### src/rtl/anita3_trig_pkg.sv
`default_nettype none
// ============================================================================
// Module      : anita3_trig_pkg
// Description : Shared constants for the ANITA-3 trigger arbiter.
//               - Trigger source bit positions within src_i / trig_src_o
//               - Arbiter FSM state encodings (visible on state_o)
// Revision    : 1.0 - initial release
// ============================================================================
package anita3_trig_pkg;

    // Bit position of each trigger source
    localparam int SRC_RF   = 0;
    localparam int SRC_PPS1 = 1;
    localparam int SRC_PPS2 = 2;
    localparam int SRC_SOFT = 3;

    // Arbiter states; the encoding is software-visible through state_o
    typedef enum logic [1:0] {
        ST_IDLE    = 2'd0,
        ST_ACK     = 2'd1,
        ST_BUSY    = 2'd2,
        ST_HOLDOFF = 2'd3
    } trig_state_e;

endpackage
`default_nettype wire

### src/rtl/anita3_sat_counter.sv
`default_nettype none
// ============================================================================
// Module      : anita3_sat_counter
// Description : Saturating up-counter used for per-source lost-trigger counts.
//               The clear input takes priority over an increment.
// Ports       : clk_i    - clock
//               rst_i    - synchronous active-high reset
//               inc_i    - increment by one (holds at all-ones)
//               clr_i    - synchronous clear
//               value_o  - current count
// Revision    : 1.0 - initial release
// ============================================================================
module anita3_sat_counter #(
    parameter int LOST_W = 16
) (
    input  logic              clk_i,
    input  logic              rst_i,
    input  logic              inc_i,
    input  logic              clr_i,
    output logic [LOST_W-1:0] value_o
);

    logic [LOST_W-1:0] value_q;

    always_ff @(posedge clk_i) begin
        if (rst_i || clr_i) begin
            value_q <= '0;
        end else if (inc_i && (value_q != '1)) begin
            value_q <= value_q + LOST_W'(1);
        end
    end

    assign value_o = value_q;

endmodule
`default_nettype wire

### src/rtl/anita3_trigger_arbiter.sv
`default_nettype none
// ============================================================================
// Module      : anita3_trigger_arbiter
// Description : Merges the RF, PPS1, PPS2 and soft trigger sources into a
//               single 1-cycle trigger pulse with a source mask, waits for
//               the buffer manager's dead handshake, applies a programmable
//               holdoff and counts dropped triggers per source.
// Ports       : clk250_i      - 250 MHz clock
//               rst_i         - synchronous active-high reset
//               src_i         - trigger request pulses
//               src_en_i      - per-source enable
//               holdoff_i     - holdoff length after dead_i falls (0 = none)
//               dead_i        - buffer manager dead/busy
//               trig_o        - merged trigger pulse
//               trig_src_o    - contributing sources (valid with trig_o)
//               lost_sel_i    - lost counter readout select
//               lost_count_o  - selected lost count (1-cycle latency)
//               lost_clr_i    - clear all lost counters
//               ack_err_o     - sticky handshake timeout flag
//               state_o       - current FSM state
// Revision    : 1.0 - initial release
// ============================================================================
module anita3_trigger_arbiter
    import anita3_trig_pkg::*;
#(
    parameter int                 NUM_SRC     = 4,
    parameter logic [NUM_SRC-1:0] LATCH_MASK  = 4'b1110,
    parameter int                 ACK_TIMEOUT = 16,
    parameter int                 LOST_W      = 16
) (
    input  logic               clk250_i,
    input  logic               rst_i,
    input  logic [NUM_SRC-1:0] src_i,
    input  logic [NUM_SRC-1:0] src_en_i,
    input  logic [7:0]         holdoff_i,
    input  logic               dead_i,
    output logic               trig_o,
    output logic [NUM_SRC-1:0] trig_src_o,
    input  logic [1:0]         lost_sel_i,
    output logic [LOST_W-1:0]  lost_count_o,
    input  logic               lost_clr_i,
    output logic               ack_err_o,
    output logic [1:0]         state_o
);

    localparam int              ACK_W    = $clog2(ACK_TIMEOUT + 1);
    localparam logic [ACK_W-1:0] ACK_LAST = ACK_W'(ACK_TIMEOUT - 1);

    trig_state_e        state_q;
    logic [NUM_SRC-1:0] pend_q, pend_d;
    logic               trig_q;
    logic [NUM_SRC-1:0] trig_src_q;
    logic [ACK_W-1:0]   ack_cnt_q;
    logic [7:0]         hold_cnt_q;
    logic               ack_err_q;
    logic [LOST_W-1:0]  lost_count_q, lost_count_d;

    logic               issue;
    logic [NUM_SRC-1:0] src_vld;
    logic [NUM_SRC-1:0] pend_set;
    logic [NUM_SRC-1:0] lost_inc;
    logic [LOST_W-1:0]  lost_val [NUM_SRC];

    // Source qualification and pend/lost bookkeeping.
    // On the issue edge the pend register is being emptied into trig_src_o,
    // so a latching arrival there starts the next trigger rather than being
    // merged (and is therefore not lost). Non-latching sources can only
    // become pending in an idle, not-dead cycle that is not an issue edge.
    always_comb begin
        issue    = (state_q == ST_IDLE) && (pend_q != '0) && !dead_i;
        src_vld  = src_i & src_en_i;
        pend_set = '0;
        lost_inc = '0;
        for (int i = 0; i < NUM_SRC; i++) begin
            if (src_vld[i]) begin
                if (LATCH_MASK[i]) begin
                    pend_set[i] = 1'b1;
                    lost_inc[i] = pend_q[i] && !issue;
                end else if ((state_q != ST_IDLE) || dead_i || issue) begin
                    lost_inc[i] = 1'b1;
                end else begin
                    pend_set[i] = 1'b1;
                end
            end
        end
        // Set wins over the issue-edge clear
        pend_d = (issue ? '0 : pend_q) | pend_set;
    end

    always_ff @(posedge clk250_i) begin
        if (rst_i) begin
            state_q    <= ST_IDLE;
            pend_q     <= '0;
            trig_q     <= 1'b0;
            trig_src_q <= '0;
            ack_cnt_q  <= '0;
            hold_cnt_q <= '0;
            ack_err_q  <= 1'b0;
        end else begin
            pend_q     <= pend_d;
            trig_q     <= 1'b0;
            trig_src_q <= '0;
            case (state_q)
                ST_IDLE: begin
                    if (issue) begin
                        trig_q     <= 1'b1;
                        trig_src_q <= pend_q;
                        ack_cnt_q  <= '0;
                        state_q    <= ST_ACK;
                    end
                end
                ST_ACK: begin
                    if (dead_i) begin
                        state_q <= ST_BUSY;
                    end else if (ack_cnt_q == ACK_LAST) begin
                        ack_err_q <= 1'b1;
                        state_q   <= ST_IDLE;
                    end else begin
                        ack_cnt_q <= ack_cnt_q + ACK_W'(1);
                    end
                end
                ST_BUSY: begin
                    if (!dead_i) begin
                        if (holdoff_i != 8'd0) begin
                            hold_cnt_q <= holdoff_i;
                            state_q    <= ST_HOLDOFF;
                        end else begin
                            state_q <= ST_IDLE;
                        end
                    end
                end
                ST_HOLDOFF: begin
                    // Leaving at a count of 1 yields exactly holdoff_i cycles here
                    if (hold_cnt_q == 8'd1) begin
                        state_q <= ST_IDLE;
                    end else begin
                        hold_cnt_q <= hold_cnt_q - 8'd1;
                    end
                end
                default: state_q <= ST_IDLE;
            endcase
        end
    end

    generate
        for (genvar g = 0; g < NUM_SRC; g++) begin : g_lost
            anita3_sat_counter #(
                .LOST_W (LOST_W)
            ) u_lost_cnt (
                .clk_i   (clk250_i),
                .rst_i   (rst_i),
                .inc_i   (lost_inc[g]),
                .clr_i   (lost_clr_i),
                .value_o (lost_val[g])
            );
        end
    endgenerate

    always_comb begin
        lost_count_d = '0;
        for (int i = 0; i < NUM_SRC; i++) begin
            if (lost_sel_i == 2'(i)) begin
                lost_count_d = lost_val[i];
            end
        end
    end

    always_ff @(posedge clk250_i) begin
        if (rst_i) begin
            lost_count_q <= '0;
        end else begin
            lost_count_q <= lost_count_d;
        end
    end

    assign trig_o       = trig_q;
    assign trig_src_o   = trig_src_q;
    assign ack_err_o    = ack_err_q;
    assign state_o      = state_q;
    assign lost_count_o = lost_count_q;

endmodule
`default_nettype wire

### config.mk
export PLATFORM = sky130hd
export DESIGN_NAME = anita3_trigger_arbiter
export DESIGN_NICKNAME = d
export VERILOG_FILES = /design/src/rtl/anita3_trig_pkg.sv /design/src/rtl/anita3_sat_counter.sv /design/src/rtl/anita3_trigger_arbiter.sv
export SDC_FILE = /design/constraint.sdc
export NUM_CORES = 1
export LEC_CHECK = 0
export ABC_AREA = 1
export CORE_ASPECT_RATIO = 1.1
export CORE_UTILIZATION = 59
export DETAILED_ROUTE_END_ITERATION = 8
export PLACE_DENSITY = 0.82
export SKIP_LAST_GASP = 1
export SLEW_MARGIN = 40
export SYNTH_ARGS = -nofsm -noshare
export SYNTH_HDL_FRONTEND = slang
export SYNTH_SLANG_ARGS = --single-unit
export TNS_END_PERCENT = 5
### constraint.sdc
create_clock -name clk250_i -period 2.3 [get_ports clk250_i]
set_input_delay 0.46 -clock clk250_i [delete_from_list [all_inputs] [get_ports clk250_i]]
set_output_delay 0.46 -clock clk250_i [all_outputs]
set_load 0.02 [all_outputs]
Word level (Yosys, flattened, before mapping)
Cells that the tools add are included.

storage, ports and cells
  register bits = 105
  input bits = 22

cells by class
  reductions and logical operators = 27
  equality and inequality tests = 20
  mux-type cells = 31
  add/subtract/negate cells = 6
  bitwise logic cells = 5

operators with widths
  operator               count
  $add 16x1->16 const B  4
  $mux 16                4
  $ne 16x16->1 const B   4
  $mux 8                 3
  $pmux 8 s2             1
  $mux 5                 3
  $ne 2x2->1 const B     7
  $mux 2                 6
  $reduce_and 4->1       3
  $mux 1                 11
  $pmux 5 s2             1
  $logic_and 1x1->1      9
  $eq 2x2->1 const B     4
  $eq 8x1->1 const B     1
  $pmux 2 s4             1
  $reduce_bool 8->1      1
  $sub 8x1->8 const B    1
  $reduce_bool 2->1      3
  $add 5x1->5 const B    1
  $eq 5x4->1 const B     1
  $and 4x4->4            1
  $eq 2x1->1 const B     2
  $logic_not 2->1        2
  $mux 4                 1
  9 further kinds        14

Depth between registers and ports, before layout
  word-level depth = 7
  mapped depth = 11

Hierarchy
A second synthesis with hierarchy kept.

second synthesis, totals
  cell total of the unflattened synthesis = 927
  area, all modules = 6069.6 µm²

by module, submodules not included
  module                  cells an instance  instances  seq. area each (µm²)  area each (µm²)
  anita3_sat_counter      149                4          320.3                 950.9
  anita3_trigger_arbiter  331                1          820.8                 2265.9

Worst setup path after synthesis
Ideal clock, no wire load.

  path kind = reg2reg
  from = reg g_lost[1].u_lost_cnt.value_q[0]
  to = reg g_lost[1].u_lost_cnt.value_q[3]
  setup time = 112 ps
  data arrival time = 1554 ps
  clock period less this slack = 1666 ps
  cell stages (with the launch flop) = 11
  path slack = 634 ps
  path buffers = 2
  cell sequence = dfxtp_1 -> ha_1 -> inv_1 -> nor2_2 -> nand2_1 -> nor2_2 -> nor2_2 -> buf_6 -> buf_6 -> a21oi_2 -> nor2_1

on the way
  word-level cells in the longest chain between the ends = 2
  elaborated cells between the ends (all ways) = 3

RTL lines
  item                                                   RTL line                  source
  start: declaration                                     anita3_sat_counter.sv:23  logic [LOST_W-1:0] value_q;
  start signal: assignment                               anita3_sat_counter.sv:29  value_q <= value_q + LOST_W'(1);
  branches (longest 2 deep; another with $add 16x1->16)  n/a

Parallel ways; which one is timed is not known.
A chain may end at the register's enable or synchronous reset.

Worst setup path in the final report
  from = reg state_q[1] (netlist: state_o[1])
  to = out state_o[1]

RTL lines
  item                      RTL line                       source
  start: declaration        anita3_trigger_arbiter.sv:49   trig_state_e state_q;
  start signal: assignment  anita3_trigger_arbiter.sv:92   state_q <= ST_IDLE;
  start signal: assignment  anita3_trigger_arbiter.sv:109  state_q <= ST_ACK;
  start signal: assignment  anita3_trigger_arbiter.sv:114  state_q <= ST_BUSY;
  end: declaration          anita3_trigger_arbiter.sv:43   output logic [1:0] state_o

No word-level cell between the ends.

==> reports/results.tsv <==
stage	metric	value	unit
sta	fmax	0.500	GHz
critical_path	CP max FO	8	
global_route	Total GRT Usage	29.1	%
synth	top_reg_cell synth	dfxtp_1	
global_route	first-pass GRT wire length	24600	um
sta	Tightest Pin Transition	0.530	ns
layout	multi-input logic area	3170	um2
sta	RSZ-0062 raised after global routing	no	
clock_tree	clock latency on the worst-skew pair	0.39	ns
drt	DRC viols	0	
layout	Finished Core Util	69.1	%
floorplan	Ports	46	
clock_tree	Root Driver	clkbuf_8	
sta	min Tclk post-route	2.00	ns
floorplan	die height	106	um
floorplan	CORE AREA	9490	um2
run_status	status	finished, final reports clean	
critical_path	critical path's slowest cell	clkdlybuf4s50_1	
sta	final slew viol count	0	
job	total of max-cap violations	0	
clock_tree	CTS Sinks	105	
floorplan	Die Width	96.7	um
clock_tree	CTS buffer count	9	
clock_tree	Worst-path clk slew	0.10	ns
floorplan	Die Area	10300	um2
sta	Slew headroom	64.5	%
power	total power	4110	uW
synth	EDFF count, synth	0	
worst_hold_path	Cells on Worst Hold Path	2	
layout	sequential cell area	2100	um2
sta	Worst Skew	0.0119	ns
critical_path	Startpoint Class	register	
sta	fin crit share	87.0	%
critical_path	flop2flop setup slack	0.32	ns
place	Final Wtd Congestion	0.960	
sta	Final Hold Slack	0.457	ns
synth	Post-synth ARST share	0	%
synth	Mapped Avg Cell Area	6.43	um2
clock_tree	CTS tree	built	
synth	cell count after synthesis	905	
critical_path	Worst path top cell family by delay	buffers and inverters	
critical_path	r2r worst-path depth	10	
synth	Seq/Total Area, Yosys	36.1	%
power	VDD IR max	0.293	mV
clock_tree	H-tree depth	3	
drt	drt pass-1 iters	5	
critical_path	worst path bufs/invs	1	
critical_path	critical path required time	1.84	ns
global_route	largest net degree at the start of global routing	37	
layout	ANT cells	0	
clock_tree	hold_buf cts	0	
power	pwr/cell area	627	nW/um2
worst_hold_path	hold_sp	pend_q[0]$_SDFF_PP0_	
critical_path	crit path DAT	1.54	ns
synth	Netlist cell types	37	
synth	synthesized area	5820	um2
critical_path	reg2reg start	g_lost[1].u_lost_cnt.value_o[0]$_SDFFE_PP0P_	
layout	# fillers	822	
place	input/output buffers	45	
floorplan	num rows	37	
place	post-DP HPWL	10800	um
layout	share of cells above drive strength 1	5.25	%
layout	synth-to-layout area growth	12.7	%
critical_path	RR Endpoint	g_lost[1].u_lost_cnt.value_o[15]$_SDFFE_PP0P_	
drt	total number of vias	5927	
synth	#FFs+latches synth	105	
drt	wirelength, routed	14800	um
clock_tree	post-cts sizing count	0	
drt	Detail Route Antenna Nets	0	
critical_path	crit path cell chain	clkdlybuf4s50_1	
power	P_leak	0.00248	uW
sta	Final Hold Fails	0	
layout	fin cells	1070	
critical_path	CP endpoint kind	primary output	
critical_path	Crit Path Class	reg2out	
place	Placed Cells	1054	
global_route	GRT overflow	0	
drt	drt wl/cell	13.9	um
global_route	initial antenna violation count	0	
worst_hold_path	HP Class	reg2reg	
synth	Post-Syn Nets	935	
sta	post-route setup TNS	0	ns
drt	number of vias per cell	5.54	
drt	number of DRC markers in iteration 0	356	
synth	yosys warns	0	
worst_hold_path	Hold Path Sink	trig_src_o[0]$_SDFF_PP0_	
layout	NumNets Final	978	
clock_tree	Clock Path Buffers	2	
floorplan	initial core utilization	61.3	%
critical_path	Worst path max stage delay	0.66	ns
clock_tree	post-CTS setup buffers	0	
global_route	vias in the first global route	5490	
sta	Setup Viol. Count Final	0	
[metrics by stage]
| step | setup WS [ns] | cell area [um2] |
|---|---|---|
| finish | 0.299 | 6560 |
| detailed placement | 0.0995 | 6350 |
| global placement | 0.156 | 6350 |
| global route | 0.161 | 6560 |
| CTS | 0.310 | 6560 |
| floorplan | 0.634 | 5820 |
[power breakdown]
group	total [uW]	internal, uW	leakage (uW)	switching (uW)
sequential	2000	1920	0.000850	88.8
combinational	893	319	0.00153	574
clock	1220	525	0.000103	691
[tightest hold or removal path, delay by kind of cell, from the launching register on]
family | cells | cell delay (ns)
buffers and inverters | 1 | 0.05
DFF | 1 | 0.34
and+or+nand+nor | 1 | 0.04
[layout make-up]
class / count / area share [%]
Clock buffer: 9 / 1.89
Multi-Input combinational cell: 673 / 48.4
Tap cell: 117 / 2.23
Timing Repair Buffer: 56 / 8.31
Sequential cell: 105 / 32.0
Clock inverter: 7 / 1.28
Inverter: 103 / 5.89
[worst max-delay path by stage]
stage | start | endpoint | cells past startpoint
6_report | state_o[1]$_SDFFE_PP0P_ | state_o[1] | 1
5_1_grt | g_lost[1].u_lost_cnt.value_o[0]$_SDFFE_PP0P_ | g_lost[1].u_lost_cnt.value_o[15]$_SDFFE_PP0P_ | 10
4_1_cts | state_o[1]$_SDFFE_PP0P_ | state_o[1] | 1
3_5_place_dp | lost_sel_i[1] | lost_count_o[10]$_SDFF_PP0_ | 8
3_3_place_gp | dead_i | g_lost[3].u_lost_cnt.value_o[2]$_SDFFE_PP0P_ | 11
2_1_floorplan | g_lost[1].u_lost_cnt.value_o[0]$_SDFFE_PP0P_ | g_lost[1].u_lost_cnt.value_o[3]$_SDFFE_PP0P_ | 10
[state kept, by name, indices dropped and copies added (netlist names)]
register and count:
ack_cnt_q 5, ack_err_o 1, g_lost.u_lost_cnt.value_o 64, hold_cnt_q 8, lost_count_o 16, pend_q 4
state_o 2, trig_o 1, trig_src_o 4
[layout by cell type, fill, tap and decap left out, types with 2 or more instances in the layout]
master	instances
nor3_1	9
inv_6	3
xnor2_1	6
inv_1	99
nor2_1	137
xor2_1	13
a21oi_1	78
nand3_4	2
inv_2	2
nor2_2	8
nand4_1	13
nand3_1	56
clkdlybuf4s50_1	45
ha_1	8
nand2_2	2
dfxtp_1	105
o21ai_0	50
o21ai_1	3
o2111ai_1	2
nor2_8	2
a31o_2	3
nand2_1	258
buf_4	10
clkinv_1	2
o221ai_1	4
o22ai_1	5
o211ai_1	6
clkbuf_8	9
[metal layers]
layer  GRT usage [%]  up-vias  part of all wire [%]
met1            34.2     2694                    42
li1                -     2985                     -
met2            52.6      206                    49
met3            4.34       42                   5.8
met5               0        -                     0
met4            12.7        0                   3.0
[cell families after synthesis]
| logic type | count (synthesis) | synth area share [%] |
|---|---|---|
| AOI/OAI and AO/OA | 155 | 14.4 |
| xor gates and xnor gates | 19 | 2.86 |
| adders and majority gates | 8 | 1.72 |
| DFF | 105 | 36.1 |
| buffers and inverters | 127 | 9.43 |
| and+or+nand+nor | 491 | 35.4 |
[synth_stat cells (7+ instances only)]
library cell  number  area share (%)
clkbuf_1          10            0.64
nand4_1           13             1.4
nand3_1           56             4.8
a21oi_1           78             6.7
dfxtp_1          105              36
nor2_1           138             8.9
o21ai_0           50             4.3
ha_1               8             1.7
nand2_1          258              17
inv_1             99             6.4
nor3_1             9            0.77
nor2_2             7            0.75
xor2_1            13             2.0
(Power assumes the default switching activity.)
